### config.mk
export PLATFORM = sky130hd
export DESIGN_NAME = fft_bitrev_reorder_flat
export DESIGN_NICKNAME = d
export VERILOG_FILES = /design/src/rtl/fft_bitrev_reorder_if.sv /design/src/rtl/fft_bitrev_reorder.sv /design/src/flat_wrapper.sv
export SDC_FILE = /design/constraint.sdc
export NUM_CORES = 2
export LEC_CHECK = 0
export ABC_CLOCK_PERIOD_IN_PS = 4800
export BUFFER_PORTS_ARGS = -buffer_cell sky130_fd_sc_hd__buf_2
export CAP_MARGIN = 20
export CORE_ASPECT_RATIO = 1.4
export CORE_MARGIN = 5
export CORE_UTILIZATION = 59
export CTS_BUF_LIST = sky130_fd_sc_hd__clkbuf_4 sky130_fd_sc_hd__clkbuf_8
export DETAILED_ROUTE_END_ITERATION = 8
export PLACE_DENSITY = 0.8
export SYNTH_ARGS = -nofsm -noshare
export SYNTH_HDL_FRONTEND = slang
export SYNTH_SLANG_ARGS = --single-unit
### constraint.sdc
create_clock -name clock -period 4.8 [get_ports clock]
set_clock_uncertainty 0.1 [all_clocks]
set_input_delay 1.2 -clock clock [delete_from_list [all_inputs] [get_ports clock]]
set_output_delay 1.2 -clock clock [all_outputs]
set_load 0.05 [all_outputs]
### src/rtl/fft_bitrev_reorder_if.sv
// ============================================================================
// Module      : fft_bitrev_reorder_if
// Description : Sample stream bundle for the FFT bit-reverse reorder buffer.
//               Optional do_idx field is present when FFT_BITREV_INDEX_EN is set.
// Revision    : 1.0 - initial release
// ============================================================================
`default_nettype none

interface fft_bitrev_reorder_if #(
  parameter int WIDTH = 16,
  parameter int LOG2N = 6
);
  logic                    di_en;
  logic signed [WIDTH-1:0] di_re;
  logic signed [WIDTH-1:0] di_im;
  logic                    do_en;
  logic signed [WIDTH-1:0] do_re;
  logic signed [WIDTH-1:0] do_im;
  logic                    do_first;
`ifdef FFT_BITREV_INDEX_EN
  logic [LOG2N-1:0]        do_idx;
`endif

  // master: upstream producer / downstream consumer side; slave: the reorder block
  modport master (
    output di_en, di_re, di_im,
    input  do_en, do_re, do_im, do_first
`ifdef FFT_BITREV_INDEX_EN
    , input do_idx
`endif
  );

  modport slave (
    input  di_en, di_re, di_im,
    output do_en, do_re, do_im, do_first
`ifdef FFT_BITREV_INDEX_EN
    , output do_idx
`endif
  );
endinterface

`default_nettype wire

### src/rtl/fft_bitrev_reorder.sv
// ============================================================================
// Module      : fft_bitrev_reorder
// Description : Ping-pong reorder buffer: bit-reversed frame in, natural order out.
//               Optional bin-index output enabled by macro FFT_BITREV_INDEX_EN.
// Revision    : 1.0 - initial release
// ============================================================================
`default_nettype none

module fft_bitrev_reorder #(
  parameter int WIDTH = 16,
  parameter int LOG2N = 6
) (
  input  wire logic          clock,
  input  wire logic          reset_n,
  fft_bitrev_reorder_if.slave bus
);

  localparam int               c_n    = 1 << LOG2N;
  localparam logic [LOG2N-1:0] c_last = LOG2N'(c_n - 1);

  typedef enum logic [0:0] {
    IDLE = 1'b0,
    READ = 1'b1
  } state_t;

  // bank in the MSB, entry in the LSBs
  logic [2*WIDTH-1:0] r_mem [0:2*c_n-1];

  logic [LOG2N-1:0]   r_wcnt;
  logic               r_wbank;
  logic [LOG2N-1:0]   w_waddr;
  logic               w_frame_done;

  state_t             r_state;
  state_t             w_state_nxt;
  logic [LOG2N-1:0]   r_rcnt;
  logic [LOG2N-1:0]   w_rcnt_nxt;
  logic               r_rbank;
  logic               w_rbank_nxt;
  logic               r_pend;
  logic               w_pend_nxt;
  logic               w_rd;

  logic               r_do_en;
  logic               r_do_first;
  logic [2*WIDTH-1:0] r_do_data;

  for (genvar i = 0; i < LOG2N; i++) begin : g_bitrev
    assign w_waddr[i] = r_wcnt[LOG2N-1-i];
  end

  assign w_frame_done = bus.di_en && (r_wcnt == c_last);

  always_ff @(posedge clock or negedge reset_n) begin
    if (!reset_n) begin
      r_wcnt  <= '0;
      r_wbank <= 1'b0;
    end else if (bus.di_en) begin
      r_wcnt <= r_wcnt + 1'b1;
      if (w_frame_done) begin
        r_wbank <= ~r_wbank;
      end
    end
  end

  always_ff @(posedge clock) begin
    if (bus.di_en) begin
      r_mem[{r_wbank, w_waddr}] <= {bus.di_re, bus.di_im};
    end
  end

  always_ff @(posedge clock or negedge reset_n) begin
    if (!reset_n) begin
      r_state <= IDLE;
      r_rcnt  <= '0;
      r_rbank <= 1'b0;
      r_pend  <= 1'b0;
    end else begin
      r_state <= w_state_nxt;
      r_rcnt  <= w_rcnt_nxt;
      r_rbank <= w_rbank_nxt;
      r_pend  <= w_pend_nxt;
    end
  end

  // A frame that completes while a readout is running is queued in r_pend and
  // picked up on the other bank right after the last entry, without a bubble.
  always_comb begin
    w_state_nxt = r_state;
    w_rcnt_nxt  = r_rcnt;
    w_rbank_nxt = r_rbank;
    w_pend_nxt  = r_pend;
    w_rd        = 1'b0;
    case (r_state)
      IDLE: begin
        if (w_frame_done) begin
          w_state_nxt = READ;
          w_rbank_nxt = r_wbank;
          w_rcnt_nxt  = '0;
        end
      end
      READ: begin
        w_rd       = 1'b1;
        w_rcnt_nxt = r_rcnt + 1'b1;
        if (w_frame_done) begin
          w_pend_nxt = 1'b1;
        end
        if (r_rcnt == c_last) begin
          if (w_frame_done || r_pend) begin
            w_rbank_nxt = ~r_rbank;
            w_pend_nxt  = 1'b0;
          end else begin
            w_state_nxt = IDLE;
          end
        end
      end
      default: begin
        w_state_nxt = IDLE;
      end
    endcase
  end

  always_ff @(posedge clock or negedge reset_n) begin
    if (!reset_n) begin
      r_do_en    <= 1'b0;
      r_do_first <= 1'b0;
      r_do_data  <= '0;
    end else begin
      r_do_en    <= w_rd;
      r_do_first <= w_rd && (r_rcnt == '0);
      if (w_rd) begin
        r_do_data <= r_mem[{r_rbank, r_rcnt}];
      end
    end
  end

  assign bus.do_en    = r_do_en;
  assign bus.do_first = r_do_first;
  assign bus.do_re    = r_do_data[2*WIDTH-1:WIDTH];
  assign bus.do_im    = r_do_data[WIDTH-1:0];

`ifdef FFT_BITREV_INDEX_EN
  logic [LOG2N-1:0] r_do_idx;

  always_ff @(posedge clock or negedge reset_n) begin
    if (!reset_n) begin
      r_do_idx <= '0;
    end else if (w_rd) begin
      r_do_idx <= r_rcnt;
    end
  end

  assign bus.do_idx = r_do_idx;
`else
  // index output not built
`endif

endmodule

`default_nettype wire

### src/flat_wrapper.sv
// flat-port wrapper written by rule: the top's interface ports become plain ports
module fft_bitrev_reorder_flat 
#(
  parameter int WIDTH = 16,
  parameter int LOG2N = 6
)
  (clock, reset_n, bus_di_en, bus_di_re, bus_di_im, bus_do_en, bus_do_re, bus_do_im, bus_do_first);
  fft_bitrev_reorder_if #(.WIDTH(WIDTH), .LOG2N(LOG2N)) bus_i ();
  input  wire logic clock;
  input  wire logic reset_n;
  input wire logic [$bits(bus_i.di_en)-1:0] bus_di_en;
  input wire logic [$bits(bus_i.di_re)-1:0] bus_di_re;
  input wire logic [$bits(bus_i.di_im)-1:0] bus_di_im;
  output wire logic [$bits(bus_i.do_en)-1:0] bus_do_en;
  output wire logic [$bits(bus_i.do_re)-1:0] bus_do_re;
  output wire logic [$bits(bus_i.do_im)-1:0] bus_do_im;
  output wire logic [$bits(bus_i.do_first)-1:0] bus_do_first;
  assign bus_i.di_en = bus_di_en;
  assign bus_i.di_re = bus_di_re;
  assign bus_i.di_im = bus_di_im;
  assign bus_do_en = bus_i.do_en;
  assign bus_do_re = bus_i.do_re;
  assign bus_do_im = bus_i.do_im;
  assign bus_do_first = bus_i.do_first;
  fft_bitrev_reorder #(.WIDTH(WIDTH), .LOG2N(LOG2N)) u_core (.clock(clock), .reset_n(reset_n), .bus(bus_i));
endmodule
==> reports/metrics.cfg <==
[cts]
clkSinkCount=4146
htree_levels=6
clock_latency_ns=1.07
root_buffer=clkbuf_8
cts_buffer_depth=4
post_cts_resized=0
holdBufCountCts=1
cts_tree=yes
path_clk_slew_ns=0.07
post_cts_buffers=0
cts_buffers=571

[timing]
slew_violations=0
hold_viol_final=0
setup_slack_ns=0.3344
worst_pin_slew_ns=1.264
slew_headroom=0.1572
tns_ns=0
fin_crit_sh=0.9303
rsz0062_at_grt=false
fmax_mhz=223.9
fin_crit_ns=4.466
finalSetupViolations=0

[drt]
first_pass_iters=7
drc=0
wl_per_cell_um=36.09
drtIter0Drc=13970
final_antenna_net_count=0
viasPerCell=6.913
wirelength_um=441900
vias=84660

[yosys]
syn_area_per_cell_sq_um=20.90
synthTopCellsByArea=edfxtp_1 77%, mux4_2 9.7%, mux2i_1 5.1%
synth_seq_cells=4146
syn-num-nets=7703
synthArstFlopShare=0.01206
ys_types=52
postSynthCellCount=7665
synth.largest_area_cell=edfxtp_1
synth_top_area_frac=0.7679
yosysWarnings=0
yosysSeqAreaShare=0.7758
synth_edf_count=4096
synthFlopType=edfxtp_1
synthesis.area_sq_um=160200

[worst_setup_path]
crit_type=flip-flop to flip-flop
cp_slowest_cell=dfrtp_4
ff2ff_setup_slack_ns=0.33
r2r_start=u_core.r_rcnt[0]
crit_buf_inv=2
critPathLaunchType=flip-flop
crit_start=u_core.r_rcnt[0]
arrival_ns=5.29
crit_chain=buf_12, buf_4, mux4_2, nor2b_1, o221ai_1, nand4_1, o211ai_1, o21ai_1
cp_max_fo=42
end_kind=flip-flop
critPathRequiredTime_ns=5.63
crit_family=compound AO/OA/AOI/OAI gates
max_stage_delay_ns=0.95

[pwr]
leakagePower_uw=0.05535
seqPwrFrac=0.488
power_density_nw_per_um2=472.3
max-vdd-ir-drop_mv=0.4198
p_clk_frac=0.323
switchingPower_uw=23390
share_comb_of_total_power=0.189
p_sw_frac=0.2766
internal_power_uw=61180

[floorplan]
start_util=0.5919
die_w_um=450.3
row_count=226
dieArea_sq_um=282100
coreArea_sq_um=270600
die_height_um=626.5
io_pins=69

[global_route]
grt_util_all_layers=0.3112
overflow=0
grt_pass1_wl_um=619400
antenna_found_initial=35
grt_pass1_vias=84560
grt_max_degree=129

[layout]
finalNonFillerCells=12250
drive_gt1_frac=0.2656
fin_nets=8299
area_growth_pct=11.80
final_cell_mix=4096 x edfxtp_1, 814 x mux2i_1, 688 x mux4_2, 598 x clkbuf_8, 364 x buf_4
final_common_cell=edfxtp_1

[placement]
place_ws_ns=0.4933
io_buffers=68
dp_hpwl_um=263500
placedCellCount=11220
gp_congestion=0.9798

[run]
drv_cap=0

[hold_path]
min_from=bus_di_en
worst_hold_path_type=primary input to flip-flop

[run_status]
status=finished clean

[cell usage after synthesis (all sizes together) (4+ instances only)]
master      n
a21boi      7
edfxtp   4096
and2       20
mux2i     814
o2111ai    22
nor4        7
a2111oi     5
buf       251
a31oi      24
mux2       91
mux4      688
a32oi       5
o221ai     52
o211ai     28
o41ai       6
inv         7
o22ai     118
nor2      219
clkbuf    206
o31ai      43
nor2b      75
a21o        8
a221o       5
and3       12
nor3       25
a22o        5
o21ai     109
or4         8
a21oi      88
nand4      30
nand2b     13
dfrtp      50
a221oi      7
a211oi     49
xnor2       4
a22oi     208
nand2     114
a311oi     10
nand3     121
[final timing paths]
kind	end	cells past startpoint
max	u_core.r_do_data[15]	8
min	u_core.r_wcnt[0]	2
max reg2reg	u_core.r_do_data[15]	8
min reg2reg	u_core.r_pend	2
max in group asynchronous	u_core.r_rcnt[1]	3
min in group asynchronous	u_core.r_do_data[24]	2
[per-layer routing]
| metal | global-route usage | wire length, um | share of wire |
|---|---|---|---|
| met4 | 0.2316 | 40400 | 0.091 |
| met1 | 0.3817 | 137700 | 0.31 |
| met5 | 0.0008585 | 63 | 0.00014 |
| met3 | 0.07954 | 55980 | 0.13 |
| met2 | 0.4831 | 207800 | 0.47 |
[cell families (layout without fill, tap and decap cells)]
| kind of cell | after synthesis | after routing | share of synthesized area |
|---|---|---|---|
| compound gates | 805 | 805 | 0.03456 |
| other cells | 0 | 21 | 0 |
| buf+inv | 464 | 1490 | 0.01607 |
| flops | 4146 | 4146 | 0.7758 |
| fa+ha+maj | 3 | 3 | 0.0002344 |
| mux | 1593 | 1593 | 0.1540 |
| simple gates | 648 | 648 | 0.01905 |
| xor+xnor | 6 | 6 | 0.0003281 |
[cell type report]
type	instances	area, sq um
clock inverter	254	1999
inverter	7	31.28
tap	3534	4422
antenna	21	52.55
sequential	4146	124300
clock buffer	749	9364
fill	15920	91540
multi-input combinational	3055	34400
timing repair buffer	480	4527
[through the flow]
step	instance area (sq um)	utilization	total power (uW)	hold WS (ns)
after floorplan	160200	-	51830	0.3103
after global placement	167500	0.6190	57200	0.4619
after detailed placement	167500	0.6192	57610	0.4872
after CTS	178900	0.6612	84380	0.3865
after global routing	179000	0.6616	87000	0.4371
final	179100	0.6617	84570	0.4399
[power by group through the flow]
stage | sequential [uW] | clock, uW | combinational [uW]
2_1_floorplan | 41800 | 0 | 9990
5_1_grt | 41300 | 29300 | 16400
3_3_place_gp | 41900 | 0 | 15300
4_1_cts | 41200 | 27400 | 15700
6_report | 41300 | 27300 | 16000
3_5_place_dp | 42000 | 0 | 15600
[state kept, by name, indices dropped and copies added (netlist names)]
register             count
u_core.bus.do_en         1
u_core.bus.do_first      1
u_core.r_do_data        32
u_core.r_mem          4096
u_core.r_pend            1
u_core.r_rbank           1
u_core.r_rcnt            6
u_core.r_state           1
u_core.r_wbank           1
u_core.r_wcnt            6
[worst register-to-register path, stage by stage (launching register included)]
cell and delay [ns]:
dfrtp_4 0.95, buf_12 0.32, buf_4 0.69, mux4_2 0.63, nor2b_1 0.14, o221ai_1 0.53, nand4_1 0.43, o211ai_1 0.40
o21ai_1 0.15
No activity file was read; power rests on OpenSTA's default activity.
